### src/rtl/jump_target_unit.sv
// jump_target_unit
// Registered next-PC target generator for the multicycle MIPS datapath.
// Handles J, JAL, BRANCH, JR and RET requests. JAL pushes its return
// address onto a small circular return-address stack (RAS). RET pops it.
// Each request takes three cycles: IDLE accepts it, CALC evaluates it, and
// DONE presents the result for one cycle.
//
// Ports
//   clk, reset      : rising-edge clock, asynchronous active-low reset
//   start, mode     : request pulse (IDLE only) and operation select
//   pc, rs, rt,     : PC+4 and instruction fields
//   offset
//   reg_val         : register operand (JR target / RET fallback)
//   ras_flush       : synchronous RAS clear
//   target, valid   : registered result and its one-cycle strobe
//   busy            : request in flight (CALC or DONE)
//   err_misalign    : JR/RET register target not instruction-aligned
//   err_underflow   : RET with an empty RAS
//   ras_count, ras_full, ras_empty : stack occupancy
module jump_target_unit #(
  parameter int ADDR_W    = 32,
  parameter int SHIFT     = 2,
  parameter int RAS_DEPTH = 4
) (
  input  logic                         clk,
  input  logic                         reset,
  input  logic                         start,
  input  logic [2:0]                   mode,
  input  logic [ADDR_W-1:0]            pc,
  input  logic [4:0]                   rs,
  input  logic [4:0]                   rt,
  input  logic [15:0]                  offset,
  input  logic [ADDR_W-1:0]            reg_val,
  input  logic                         ras_flush,
  output logic [ADDR_W-1:0]            target,
  output logic                         valid,
  output logic                         busy,
  output logic                         err_misalign,
  output logic                         err_underflow,
  output logic [$clog2(RAS_DEPTH):0]   ras_count,
  output logic                         ras_full,
  output logic                         ras_empty
);

  localparam int PW = $clog2(RAS_DEPTH);
  localparam int CW = PW + 1;
  localparam logic [PW-1:0] PTR_ONE   = PW'(1);
  localparam logic [CW-1:0] CNT_ONE   = CW'(1);
  localparam logic [CW-1:0] CNT_ZERO  = CW'(0);
  localparam logic [CW-1:0] CNT_DEPTH = CW'(RAS_DEPTH);

  typedef enum logic [1:0] {IDLE = 2'd0, CALC = 2'd1, DONE = 2'd2} state_t;

  state_t              state, next_state;
  logic [2:0]          lat_mode;
  logic [ADDR_W-1:0]   lat_pc, lat_reg;
  logic [4:0]          lat_rs, lat_rt;
  logic [15:0]         lat_off;
  logic [ADDR_W-1:0]   ras_mem [RAS_DEPTH];
  logic [PW-1:0]       wr_ptr;
  logic [ADDR_W-1:0]   jump_tgt, br_off, calc_target;
  logic                calc_mis, calc_uf, do_push, do_pop, push_en, pop_en;
  logic                misal, eff_empty;
  logic [CW-1:0]       next_count;
  logic [PW-1:0]       top_idx;

  assign jump_tgt  = {lat_pc[ADDR_W-1:26+SHIFT], lat_rs, lat_rt, lat_off, {SHIFT{1'b0}}};
  assign br_off    = {{(ADDR_W-16){lat_off[15]}}, lat_off} << SHIFT;
  assign misal     = (lat_reg[SHIFT-1:0] != {SHIFT{1'b0}});
  // A flush on the pop edge wins, so the stack is treated as already empty.
  assign eff_empty = (ras_count == CNT_ZERO) || ras_flush;
  // wr_ptr is the next free slot, so the newest entry sits just below it.
  assign top_idx   = wr_ptr - PTR_ONE;
  assign push_en   = (state == CALC) && do_push;
  assign pop_en    = (state == CALC) && do_pop;

  // State register.
  always_ff @(posedge clk or negedge reset) begin
    if (!reset) begin
      state <= IDLE;
    end else begin
      state <= next_state;
    end
  end

  // Next-state logic.
  always_comb begin
    next_state = state;
    case (state)
      IDLE:    if (start) next_state = CALC; else next_state = IDLE;
      CALC:    next_state = DONE;
      DONE:    next_state = IDLE;
      default: next_state = IDLE;
    endcase
  end

  // Result evaluation from the latched request.
  always_comb begin
    calc_target = lat_pc;
    calc_mis    = 1'b0;
    calc_uf     = 1'b0;
    do_push     = 1'b0;
    do_pop      = 1'b0;
    case (lat_mode)
      3'b000: calc_target = jump_tgt;
      3'b001: begin
        calc_target = jump_tgt;
        do_push     = 1'b1;
      end
      3'b010: calc_target = lat_pc + br_off;
      3'b011: begin
        calc_target = lat_reg;
        calc_mis    = misal;
      end
      3'b100: begin
        if (eff_empty) begin
          calc_target = lat_reg;
          calc_uf     = 1'b1;
          calc_mis    = misal;
        end else begin
          calc_target = ras_mem[top_idx];
          do_pop      = 1'b1;
        end
      end
      default: calc_target = lat_pc;
    endcase
  end

  // Stack occupancy. A flush clears the stack before a same-edge push lands.
  always_comb begin
    next_count = ras_count;
    if (ras_flush) begin
      if (push_en) next_count = CNT_ONE; else next_count = CNT_ZERO;
    end else if (push_en) begin
      if (ras_count == CNT_DEPTH) next_count = CNT_DEPTH;
      else                        next_count = ras_count + CNT_ONE;
    end else if (pop_en) begin
      next_count = ras_count - CNT_ONE;
    end else begin
      next_count = ras_count;
    end
  end

  // Request capture in IDLE.
  always_ff @(posedge clk or negedge reset) begin
    if (!reset) begin
      lat_mode <= 3'b000;
      lat_pc   <= {ADDR_W{1'b0}};
      lat_reg  <= {ADDR_W{1'b0}};
      lat_rs   <= 5'd0;
      lat_rt   <= 5'd0;
      lat_off  <= 16'd0;
    end else if (state == IDLE && start) begin
      lat_mode <= mode;
      lat_pc   <= pc;
      lat_reg  <= reg_val;
      lat_rs   <= rs;
      lat_rt   <= rt;
      lat_off  <= offset;
    end
  end

  // RAS write pointer. It wraps, so an overflowing push overwrites the oldest entry.
  always_ff @(posedge clk or negedge reset) begin
    if (!reset) begin
      wr_ptr <= {PW{1'b0}};
    end else if (push_en) begin
      wr_ptr <= wr_ptr + PTR_ONE;
    end else if (pop_en) begin
      wr_ptr <= wr_ptr - PTR_ONE;
    end
  end

  // RAS storage. No reset is needed because ras_count qualifies every read.
  always_ff @(posedge clk) begin
    if (push_en) begin
      ras_mem[wr_ptr] <= lat_pc;
    end
  end

  // Registered outputs.
  always_ff @(posedge clk or negedge reset) begin
    if (!reset) begin
      target        <= {ADDR_W{1'b0}};
      valid         <= 1'b0;
      busy          <= 1'b0;
      err_misalign  <= 1'b0;
      err_underflow <= 1'b0;
      ras_count     <= CNT_ZERO;
      ras_full      <= 1'b0;
      ras_empty     <= 1'b1;
    end else begin
      valid     <= (state == CALC);
      busy      <= (next_state != IDLE);
      ras_count <= next_count;
      ras_full  <= (next_count == CNT_DEPTH);
      ras_empty <= (next_count == CNT_ZERO);
      if (state == CALC) begin
        target        <= calc_target;
        err_misalign  <= calc_mis;
        err_underflow <= calc_uf;
      end else if (state == IDLE && start) begin
        err_misalign  <= 1'b0;
      end
    end
  end

endmodule

### config.mk
export PLATFORM = sky130hd
export DESIGN_NAME = jump_target_unit
export DESIGN_NICKNAME = d
export VERILOG_FILES = /design/src/rtl/jump_target_unit.sv
export SDC_FILE = /design/constraint.sdc
export NUM_CORES = 1
export LEC_CHECK = 0
export BUFFER_PORTS_ARGS = -buffer_cell sky130_fd_sc_hd__clkbuf_2
export CAP_MARGIN = 20
export CELL_PAD_IN_SITES_DETAIL_PLACEMENT = 1
export CELL_PAD_IN_SITES_GLOBAL_PLACEMENT = 1
export CORE_ASPECT_RATIO = 0.8
export CORE_MARGIN = 3
export CORE_UTILIZATION = 52
export CTS_BUF_LIST = sky130_fd_sc_hd__clkbuf_2 sky130_fd_sc_hd__clkbuf_4 sky130_fd_sc_hd__clkbuf_8
export DETAILED_ROUTE_END_ITERATION = 10
export PLACE_DENSITY_LB_ADDON = 0.1
export SKIP_LAST_GASP = 1
export SYNTH_ARGS = -nofsm -noshare
export SYNTH_HDL_FRONTEND = slang
export SYNTH_SLANG_ARGS = --single-unit
export TNS_END_PERCENT = 50
### constraint.sdc
create_clock -name clk -period 9.3 [get_ports clk]
set_clock_uncertainty 0.2 [all_clocks]
set_input_delay 1.86 -clock clk [delete_from_list [all_inputs] [get_ports clk]]
set_output_delay 1.86 -clock clk [all_outputs]
set_load 0.02 [all_outputs]
==> flow_metrics.env <==
export IMPL_synthArstFlopShare_pct=51.7
export IMPL_coreArea_mm2=0.0228
export IMPL_leakage_nw=5.58
export IMPL_place_hpwl_um=22100
export IMPL_timing_final_hold_violations=0
export IMPL_status="completed"
export IMPL_initial_utilization_pct=53.8
export IMPL_cp_arrival_ns=4.03
export IMPL_postRouteAntennaNets=0
export IMPL_endpoint_kind="flip-flop"
export IMPL_drc=0
export IMPL_drv_cap=0
export IMPL_nFillCells=2271
export IMPL_tightest_slew_ns=1.02
export IMPL_netlist_area_mm2=0.0123
export IMPL_syn_to_final_growth_pct=15.7
export IMPL_required_ns=9.50
export IMPL_cts_setup_buffers=0
export IMPL_die_w_um=178
export IMPL_hold_ws_ns=0.292
export IMPL_top_register="ras_mem"
export IMPL_multi_input_area_mm2=0.00474
export IMPL_cts_max_path_buffers=3
export IMPL_routed_wl_um=33600
export IMPL_hold_depth=2
export IMPL_place_area_mm2=0.0132
export IMPL_tns_ns=0
export IMPL_seq_area_mm2=0.00727
export IMPL_antenna_cells=0
export IMPL_synth_flop_cell="dfrtp_1"
export IMPL_hp_class="flip-flop to flip-flop"
export IMPL_grt_pass1_wl_um=52500
export IMPL_gp_congestion=0.835
export IMPL_drt_wirelength_per_cell_um=24.3
export IMPL_cts_buffers=43
export IMPL_fin_area_mm2=0.0142
export IMPL_viasPerCell=6.13
export IMPL_grt_pass1_vias=9068
export IMPL_max_slew_margin_pct=31.7
export IMPL_ys_seq_elements=265
export IMPL_cts_resized=0
export IMPL_reg2reg_slack_ns=5.46
export IMPL_fin_util_pct=62.2
export IMPL_peakVddDrop_mv=0.142
export IMPL_hold_buffers=0
export IMPL_antenna_found_initial=0
export IMPL_fin_crit_sh_pct=41.2
export IMPL_drtPass1Iterations=7
export IMPL_dp_slack_ns=5.18
export IMPL_yosys_cell_types_count=68
export IMPL_die_h_um=143
export IMPL_fmax_mhz=261
export IMPL_yosysWarnings=0
export IMPL_setup_viol=0
export IMPL_largest_reg_flops=128
export IMPL_critPathLaunchType="flip-flop"
export IMPL_track_usage_pct=27.0
export IMPL_num_rows=49
export IMPL_synth_nets=1036
export IMPL_synth_seq_area_share_pct=59.3
export IMPL_crit_type="flip-flop to flip-flop"
export IMPL_synth_edf_count=128
export IMPL_final_min_clock_period_ns=3.84
export IMPL_clock_sinks=265
export IMPL_path_clk_slew_ns=0.06
export IMPL_fin_ws_ns=5.46
export IMPL_syn_inst=902
export IMPL_worstSkewPairLatency_ns=0.55
export IMPL_syn_avg_cell_area_um2=13.6
export IMPL_maxSlewViolCount=0
export IMPL_port_buffer_count=137
export IMPL_rsz0062_at_grt="false"
export IMPL_drive_gt1_share_pct=34.5
export IMPL_cts_tree="done"
export IMPL_crit_path_max_fanout=36
export IMPL_p_per_area_mw_per_mm2=309
export IMPL_io_pin_count=138
export IMPL_cts_root_buf="clkbuf_8"
export IMPL_h_tree_depth=2
export IMPL_vias=8495
export IMPL_nets=1180
export IMPL_grt_start_max_net_pins=83
export IMPL_die_area_mm2=0.0255
export IMPL_dr_first_iter_drc_count=654
export IMPL_overflow=0
export IMPL_ff2ff_path_depth=10
## Yosys cell counts, types with 3 or more instances
library cell	number	area share (%)
a21o_1	5	0.31
a21oi_1	48	2.0
a221o_1	14	1.1
a221oi_1	13	0.93
a222oi_1	7	0.57
a22oi_1	6	0.37
a31oi_1	12	0.61
and2_1	6	0.31
and3_1	3	0.15
buf_2	18	0.73
clkbuf_1	32	0.98
dfrtp_1	136	28
edfxtp_1	128	31
ha_1	36	3.7
inv_1	10	0.31
mux2_2	90	8.3
mux4_2	32	5.9
nand2_1	68	2.1
nand2b_1	5	0.26
nand3_1	10	0.41
nand4_1	5	0.26
nor2_1	31	0.95
nor2b_1	7	0.36
nor3_1	17	0.69
o2111ai_1	3	0.21
o211ai_1	4	0.24
o21a_1	5	0.31
o21ai_0	61	2.5
o21ai_1	8	0.33
o21bai_1	3	0.18
o221ai_1	3	0.21
or2_2	3	0.15
or3_1	7	0.36
xnor2_1	17	1.2
xor2_1	11	0.79
## through the flow
step           cells  power, W
2_1_floorplan    902   0.00278
3_3_place_gp    1307   0.00323
3_5_place_dp    1307   0.00330
4_1_cts         1386   0.00441
5_1_grt         1386   0.00464
6_report        1386   0.00438
## cells in the final DEF (no fill, tap or decap), types with 15 or more instances in the layout
cell type | Yosys | final
dfrtp_1 | 136 | 135
a21oi_1 | 48 | 48
o21ai_0 | 61 | 60
nor3_1 | 17 | 17
clkbuf_2 | 0 | 136
nand2_1 | 68 | 67
mux4_2 | 32 | 32
xnor2_1 | 17 | 17
clkbuf_8 | 0 | 52
nor2_1 | 31 | 30
mux2_2 | 90 | 90
clkbuf_4 | 0 | 15
ha_1 | 36 | 36
edfxtp_1 | 128 | 128
## final timing paths
check,from,end
worst min-delay path,target[6]$_DFFE_PN0P_,target[6]$_DFFE_PN0P_
worst max-delay path,wr_ptr[0]$_DFFE_PN0P_,target[6]$_DFFE_PN0P_
worst min register to register,target[6]$_DFFE_PN0P_,target[6]$_DFFE_PN0P_
min in group asynchronous,reset,target[28]$_DFFE_PN0P_
worst max register to register,wr_ptr[0]$_DFFE_PN0P_,target[6]$_DFFE_PN0P_
max in group asynchronous,reset,wr_ptr[0]$_DFFE_PN0P_
## report_power, final
group	internal [W]	switching, W	total [W]
Sequential	0.00147	0.000220	0.00169
Combinational	0.000671	0.000932	0.00160
Clock	0.000625	0.000463	0.00109
## logic make-up after synthesis
kind of cell,synth area share [%]
AO/OA/AOI/OAI,11.7
XOR/XNOR,2.00
adder cells (fa/ha/maj),3.84
buffers and inverters,2.14
flip-flops,59.3
multiplexers,14.2
AND/OR/NAND/NOR,6.84
## worst max-delay path, stage by stage, from the launching register on
cell and delay [ns]:
dfrtp_2 0.34, buf_4 0.60, inv_1 0.16, ha_1 0.82
buf_4 0.47, mux4_2 0.36, a221o_1 0.33, a21oi_1 0.12
o21ai_0 0.10, o21ai_0 0.09, o21ai_0 0.09
## routing by layer
layer / part of all wire, % / wire (µm) / vias to the layer above / global-route usage [%]
met5: 0 / 0 / - / 0
met4: 1.9 / 656 / 0 / 6.57
met3: 6.0 / 2010 / 56 / 4.49
met2: 48 / 16200 / 283 / 44.1
met1: 44 / 14800 / 4399 / 38.4
li1: - / - / 3757 / -
## final cells by class
type	count	area share [%]
multi-input combinational	574	33.4
timing repair buffer	151	5.62
clock buffer	67	5.84
inverter	11	0.291
clock inverter	12	0.820
tap	306	2.70
sequential	265	51.3
No activity file was read; power rests on OpenSTA's default activity.
